--- src/rtl/cpu_ctrl_pkg.sv ---
// Shared definitions for the CPU run controller.
//   - run_state_e       : controller FSM state encoding
//   - DEF_END_PC        : default lowest PC at which a zero instruction ends a run
//   - DEF_DRAIN_CYCLES  : default number of enabled cycles after end detection
//   - DEF_MAX_CYCLES    : default run-cycle limit (timeout build only)
package cpu_ctrl_pkg;

    typedef enum logic [2:0] {
        ST_IDLE,
        ST_LAUNCH,
        ST_RUN,
        ST_DRAIN,
        ST_DUMP,
        ST_DONE
    } run_state_e;

    localparam int unsigned DEF_END_PC       = 22;
    localparam int unsigned DEF_DRAIN_CYCLES = 5;
    localparam int unsigned DEF_MAX_CYCLES   = 2000;

endpackage

--- src/rtl/rf_dump_seq.sv ---
// Register-file dump sequencer: walks indices 0..REG_NUM-1 over a
// valid/ready port. One idle cycle separates start_i from the first beat.
//   clk      in   clock, rising edge
//   rst      in   asynchronous active-low reset
//   clear_i  in   clear index and handshake state
//   start_i  in   begin a dump from index 0
//   ready_i  in   consumer accepts the current beat
//   valid_o  out  beat valid (registered)
//   idx_o    out  index of the current beat (registered)
//   last_o   out  pulse: final beat transfers this cycle
module rf_dump_seq #(
    parameter int unsigned REG_NUM   = 32,
    parameter int unsigned ADDR_SIZE = 5
) (
    input  logic                 clk,
    input  logic                 rst,
    input  logic                 clear_i,
    input  logic                 start_i,
    input  logic                 ready_i,
    output logic                 valid_o,
    output logic [ADDR_SIZE-1:0] idx_o,
    output logic                 last_o
);

    localparam logic [ADDR_SIZE-1:0] LAST_IDX = ADDR_SIZE'(REG_NUM - 1);

    logic                 pend_q, pend_d;
    logic                 valid_q, valid_d;
    logic [ADDR_SIZE-1:0] idx_q, idx_d;

    always_ff @(posedge clk or negedge rst) begin
        if (!rst) begin
            pend_q  <= 1'b0;
            valid_q <= 1'b0;
            idx_q   <= '0;
        end else begin
            pend_q  <= pend_d;
            valid_q <= valid_d;
            idx_q   <= idx_d;
        end
    end

    always_comb begin
        pend_d  = pend_q;
        valid_d = valid_q;
        idx_d   = idx_q;
        if (clear_i) begin
            pend_d  = 1'b0;
            valid_d = 1'b0;
            idx_d   = '0;
        end else if (start_i) begin
            pend_d  = 1'b1;
            valid_d = 1'b0;
            idx_d   = '0;
        end else begin
            if (pend_q) begin
                valid_d = 1'b1;
                pend_d  = 1'b0;
            end
            // Index and valid only move on a completed transfer, so the
            // payload is held while the consumer stalls.
            if (valid_q && ready_i) begin
                if (idx_q == LAST_IDX) begin
                    valid_d = 1'b0;
                end else begin
                    idx_d = idx_q + 1'b1;
                end
            end
        end
    end

    assign valid_o = valid_q;
    assign idx_o   = idx_q;
    assign last_o  = valid_q && ready_i && (idx_q == LAST_IDX);

endmodule

--- src/rtl/cpu_run_ctrl.sv ---
// Hardware run controller for the 5-stage CPU. Launches a run from PC 0,
// gates the pipeline enable, detects end-of-program (first unsquashed zero
// instruction fetched at or beyond END_PC), drains the pipeline for
// DRAIN_CYCLES enabled cycles, then streams the register file out.
// Optional build macro: CPU_RUN_CTRL_TIMEOUT_EN (run-cycle limit MAX_CYCLES).
//   clk         in   clock, rising edge
//   rst         in   asynchronous active-low reset
//   start       in   begin a run from IDLE or DONE
//   step        in   single enabled cycle from IDLE
//   halt_req    in   force end of run (RUN only)
//   f_pc        in   fetch-stage PC
//   f_inst      in   fetch-stage instruction
//   ex_taken    in   EX redirect (fetched instruction squashed)
//   cpu_en      out  pipeline advance enable
//   cpu_rst     out  one-cycle CPU restart
//   rf_rd_addr  out  regfile read address
//   rf_rd_data  in   combinational regfile read data
//   dump_valid  out  dump beat valid
//   dump_idx    out  register index of beat
//   dump_data   out  register value (follows rf_rd_data)
//   dump_ready  in   consumer accepts beat
//   busy        out  run in progress
//   done        out  dump complete
//   timeout     out  run ended by cycle limit
//   cycles      out  RUN cycles in current run (saturating)
module cpu_run_ctrl
    import cpu_ctrl_pkg::*;
#(
    parameter int unsigned XLEN         = 32,
    parameter int unsigned REG_NUM      = 32,
    parameter int unsigned ADDR_SIZE    = 5,
    parameter int unsigned PC_BITS      = 5,
    parameter int unsigned END_PC       = DEF_END_PC,
    parameter int unsigned DRAIN_CYCLES = DEF_DRAIN_CYCLES,
    parameter int unsigned MAX_CYCLES   = DEF_MAX_CYCLES,
    parameter int unsigned CNT_W        = 16
) (
    input  logic                 clk,
    input  logic                 rst,
    input  logic                 start,
    input  logic                 step,
    input  logic                 halt_req,
    input  logic [PC_BITS-1:0]   f_pc,
    input  logic [XLEN-1:0]      f_inst,
    input  logic                 ex_taken,
    output logic                 cpu_en,
    output logic                 cpu_rst,
    output logic [ADDR_SIZE-1:0] rf_rd_addr,
    input  logic [XLEN-1:0]      rf_rd_data,
    output logic                 dump_valid,
    output logic [ADDR_SIZE-1:0] dump_idx,
    output logic [XLEN-1:0]      dump_data,
    input  logic                 dump_ready,
    output logic                 busy,
    output logic                 done,
    output logic                 timeout,
    output logic [CNT_W-1:0]     cycles
);

    localparam int unsigned DW = (DRAIN_CYCLES < 2) ? 1 : $clog2(DRAIN_CYCLES + 1);

    run_state_e       state_q, state_d;
    logic             cpu_en_q, cpu_en_d;
    logic             cpu_rst_q, cpu_rst_d;
    logic [CNT_W-1:0] cycles_q, cycles_d;
    logic             timeout_q, timeout_d;
    logic [DW-1:0]    drain_q, drain_d;
    logic             busy_q, busy_d;
    logic             done_q, done_d;

    logic             seq_clear, seq_start, seq_last;
    logic             seq_valid;
    logic [ADDR_SIZE-1:0] seq_idx;

    logic             end_hit;
    logic [CNT_W-1:0] cycles_inc;
    logic             limit_hit;

    assign end_hit    = (f_pc >= PC_BITS'(END_PC)) && (f_inst == '0) && !ex_taken;
    assign cycles_inc = (cycles_q == '1) ? cycles_q : cycles_q + CNT_W'(1);

`ifdef CPU_RUN_CTRL_TIMEOUT_EN
    assign limit_hit = (cycles_inc >= CNT_W'(MAX_CYCLES));
`else
    logic unused_max_cycles;
    assign unused_max_cycles = (MAX_CYCLES == 0);
    assign limit_hit         = 1'b0;
`endif

    always_ff @(posedge clk or negedge rst) begin
        if (!rst) begin
            state_q   <= ST_IDLE;
            cpu_en_q  <= 1'b0;
            cpu_rst_q <= 1'b0;
            cycles_q  <= '0;
            timeout_q <= 1'b0;
            drain_q   <= '0;
            busy_q    <= 1'b0;
            done_q    <= 1'b0;
        end else begin
            state_q   <= state_d;
            cpu_en_q  <= cpu_en_d;
            cpu_rst_q <= cpu_rst_d;
            cycles_q  <= cycles_d;
            timeout_q <= timeout_d;
            drain_q   <= drain_d;
            busy_q    <= busy_d;
            done_q    <= done_d;
        end
    end

    // Registered outputs are computed from the next state so they line up
    // with the state they describe.
    always_comb begin
        state_d   = state_q;
        cpu_en_d  = 1'b0;
        cpu_rst_d = 1'b0;
        cycles_d  = cycles_q;
        timeout_d = timeout_q;
        drain_d   = drain_q;
        seq_clear = 1'b0;
        seq_start = 1'b0;

        unique case (state_q)
            ST_IDLE, ST_DONE: begin
                if (start) begin
                    state_d   = ST_LAUNCH;
                    cpu_rst_d = 1'b1;
                    cycles_d  = '0;
                    timeout_d = 1'b0;
                    seq_clear = 1'b1;
                end else if (step && (state_q == ST_IDLE)) begin
                    cpu_en_d = 1'b1;
                end
            end
            ST_LAUNCH: begin
                state_d  = ST_RUN;
                cpu_en_d = 1'b1;
            end
            ST_RUN: begin
                cpu_en_d = 1'b1;
                cycles_d = cycles_inc;
                if (limit_hit) begin
                    timeout_d = 1'b1;
                end
                if (end_hit || halt_req || limit_hit) begin
                    state_d = ST_DRAIN;
                    drain_d = DW'(DRAIN_CYCLES);
                end
            end
            ST_DRAIN: begin
                // Entered with DRAIN_CYCLES loaded; enable stays high until
                // the counter is exhausted, then the dump is armed.
                if (drain_q <= DW'(1)) begin
                    state_d   = ST_DUMP;
                    seq_start = 1'b1;
                end else begin
                    drain_d  = drain_q - DW'(1);
                    cpu_en_d = 1'b1;
                end
            end
            ST_DUMP: begin
                if (seq_last) begin
                    state_d = ST_DONE;
                end
            end
            default: begin
                state_d = ST_IDLE;
            end
        endcase

        busy_d = (state_d != ST_IDLE) && (state_d != ST_DONE);
        done_d = (state_d == ST_DONE);
    end

    rf_dump_seq #(
        .REG_NUM   (REG_NUM),
        .ADDR_SIZE (ADDR_SIZE)
    ) u_dump_seq (
        .clk     (clk),
        .rst     (rst),
        .clear_i (seq_clear),
        .start_i (seq_start),
        .ready_i (dump_ready),
        .valid_o (seq_valid),
        .idx_o   (seq_idx),
        .last_o  (seq_last)
    );

    assign cpu_en     = cpu_en_q;
    assign cpu_rst    = cpu_rst_q;
    assign cycles     = cycles_q;
    assign timeout    = timeout_q;
    assign busy       = busy_q;
    assign done       = done_q;
    assign dump_valid = seq_valid;
    assign dump_idx   = seq_idx;
    assign rf_rd_addr = seq_idx;
    // Gated so the port reads zero outside a beat, including under reset.
    assign dump_data  = seq_valid ? rf_rd_data : '0;

endmodule

--- config.mk ---
export PLATFORM = sky130hd
export DESIGN_NAME = cpu_run_ctrl
export DESIGN_NICKNAME = d
export VERILOG_FILES = /design/src/rtl/cpu_ctrl_pkg.sv /design/src/rtl/rf_dump_seq.sv /design/src/rtl/cpu_run_ctrl.sv
export SDC_FILE = /design/constraint.sdc
export NUM_CORES = 1
export LEC_CHECK = 0
export CORE_MARGIN = 1
export CORE_UTILIZATION = 36
export CTS_CLUSTER_DIAMETER = 40
export DETAILED_ROUTE_END_ITERATION = 10
export PLACE_DENSITY_LB_ADDON = 0.05
export SYNTH_ARGS = -nofsm -noshare
export SYNTH_HDL_FRONTEND = slang
export SYNTH_HIERARCHICAL = 1
export SYNTH_SLANG_ARGS = --single-unit
export TNS_END_PERCENT = 100
--- constraint.sdc ---
create_clock -name clk -period 2.5 [get_ports clk]
set_input_delay 0.375 -clock clk [delete_from_list [all_inputs] [get_ports clk]]
set_output_delay 0.375 -clock clk [all_outputs]
set_load 0.1 [all_outputs]
==> results.yml <==
run_status:
  status: "finished, final reports clean"
timing:
  rsz0062_at_grt: "no"
  min_period_ps: 2100
  max_freq_mhz: 476
  finalCritPeriodShare_pct: 84.0
  timing.hold.ws_ps: 507
  hold_viol: 0
  skew_ps: 6.20
  setup_viol: 0
  fin_tns_setup_ps: 0
  drv_slew: 0
global_route:
  grt_pass1_vias: 2117
  antenna_found_initial: 0
  track_usage_pct: 21.2
  grt_overflow: 0
  grt_max_degree: 37
  grt_pass1_wl_um: 10100
clock_tree:
  cts_buffers: 5
  cts_root_buf: "clkbuf_8"
  clk_pin_slew_ps: 60
  cts_setup_buffers: 0
  cts_resized: 0
  hold_buffers: 0
  cts.sink_count: 33
  clock_latency_ps: 280
  clockBufferDepth: 2
  cts_tree: "done"
  cts_max_level: 2
finish:
  n_antenna_cell: 0
  nFillCells: 475
  final_cell_mix: "clkdlybuf4s50_1 (74), buf_4 (34), and2_1 (33), dfrtp_1 (33), buf_12 (32)"
  areaGrowthSynthToFinish_pct: 83.5
  multi_input_area_um2: 1160
  nNetsFinal: 442
  layout_commonest_cell: "clkdlybuf4s50_1"
  seq_area_um2: 826
  layout-drive-gt1-share_pct: 24.4
  finalInstanceArea_um2: 3820
  instances_no_fill: 433
setup_path:
  crit_type: "register to register"
  worstPathArrival_ps: 2270
  cp.required_ps: 2670
  end_kind: "register"
  critPathMaxFanout: 5
  start_kind: "register"
yosys:
  ys.warnings.count: 6
  async_flop_share_pct: 100
  synth_edf_count: 0
  synth_area_per_cell_um2: 9.18
  synth_area_um2: 2080
  synthCells: 227
  syn_nets: 308
  ys_seq_area_share_pct: 39.6
  synth_flop_cell: "dfrtp_1"
  synth-seq-cells: 33
  ys_types: 52
die:
  initial_core_util_pct: 37.6
  fp-row-count: 27
  core_um2: 5540
  io_pins: 140
  die_h_um: 78.1
  fp.dieArea_um2: 6090
  die_w_um: 78.1
route:
  vias: 2133
  via_per_inst: 4.93
  dr.pass1.iters: 4
  first_iter_violations: 36
  wire_per_inst_um: 13.7
  drc: 0
  wl_um: 5930
  final_antenna_net_count: 0
placed_design:
  dpl.hpwl_um: 4900
  gp_congestion: 0.801
  dpl.cell_count: 426
  place_area_um2: 3740
  port_buffers: 137
run:
  drv.max_cap_violation_count: 0
pwr:
  vdd_ir_drop_max_mv: 0.707
  power_density_nw_per_um2: 1260
  leakage_nw: 1.70
min_path:
  hold_class: "input port to async pin"
## worst max-delay path: stages (launching register included)
cell     delay [ps]
dfrtp_1         430
ha_1            230
and3_1          150
ha_1            190
and3_2          200
o21ai_0         160
a21oi_1         100
or3_1           380
and2_1          140
## power breakdown
group	total, mW	switching, mW	internal [mW]	leakage [nW]
Clock	0.397	0.178	0.218	0.0443
Combinational	3.51	2.45	1.06	1.24
Sequential	0.908	0.213	0.694	0.424
Total	4.81	2.84	1.97	1.70
## path summary, 6_finish.rpt
| path | slack [ps] | to | cells past startpoint | from |
|---|---|---|---|---|
| worst min register to register | 520 | cycles[2] | 1 | cycles[2] |
| worst min-delay path | 510 | cycles[4] | 2 | rst |
| max in group asynchronous | 1700 | busy | 2 | rst |
| min in group clk | 520 | cycles[2] | 1 | cycles[2] |
| worst max register to register | 400 | done | 8 | u_dump_seq/idx_o[0] |
| worst max-delay path | 400 | done | 8 | u_dump_seq/idx_o[0] |
## area by class of cell
class,count,area share (%)
tap,72,2.36
sequential,33,21.6
multi-input combinational,175,30.4
inverter,6,0.589
clock buffer,7,2.26
timing repair buffer,140,42.8
## layer usage
metal	GRT usage, %	part of all wire, %	vias to the layer above
li1	-	-	1068
met3	4.30	4.8	10
met2	40.3	55	68
met4	7.59	2.1	0
met1	23.1	38	987
met5	0	0	-
## cell usage after synthesis, types with 3 or more instances
cell / n / area [um2]
nor4_1: 9 / 56.3
nor2_1: 18 / 67.6
a21oi_1: 10 / 50.1
buf_4: 6 / 45.0
and3_2: 3 / 22.5
ha_1: 5 / 62.6
nand2_1: 16 / 60.1
or3_1: 7 / 43.8
xnor2_1: 5 / 43.8
nand4_1: 7 / 43.8
o21ai_0: 4 / 20.0
dfrtp_1: 33 / 826
mux2i_1: 7 / 70.1
inv_1: 6 / 22.5
nor3_1: 6 / 30.0
o21ai_1: 4 / 20.0
clkbuf_1: 4 / 15.0
and2_1: 33 / 206
## per-stage QoR
stage	power [mW]	util [%]	setup slack (ps)
after CTS	4.85	69.0	389
after floorplan	3.38	-	0.321
after global routing	5.03	69.0	273
final	4.81	69.0	400
after global placement	4.40	67.4	390
after detailed placement	4.45	67.4	374
## logic make-up (layout without fill, tap and decap cells)
| family | Yosys count | in the layout | synth area share (%) |
|---|---|---|---|
| and+or+nand+nor | 123 | 123 | 35.6 |
| DFF | 33 | 33 | 39.6 |
| AOI/OAI and AO/OA | 31 | 31 | 10.2 |
| buffers and inverters | 19 | 153 | 4.62 |
| muxes | 8 | 8 | 3.90 |
| xor gates and xnor gates | 7 | 7 | 2.94 |
| adders and majority gates | 5 | 5 | 3.00 |
| other | 1 | 1 | 0.180 |
## registers in the layout (all words and copies together) (netlist names)
| register | cells |
|---|---|
| u_dump_seq/idx_o | 5 |
| u_dump_seq/valid_o | 1 |
| state_q | 3 |
| done | 1 |
| drain_q | 3 |
| busy | 1 |
| cycles | 16 |
| cpu_en | 1 |
| u_dump_seq/pend_q | 1 |
| cpu_rst | 1 |
No activity file was read; power rests on OpenSTA's default activity.
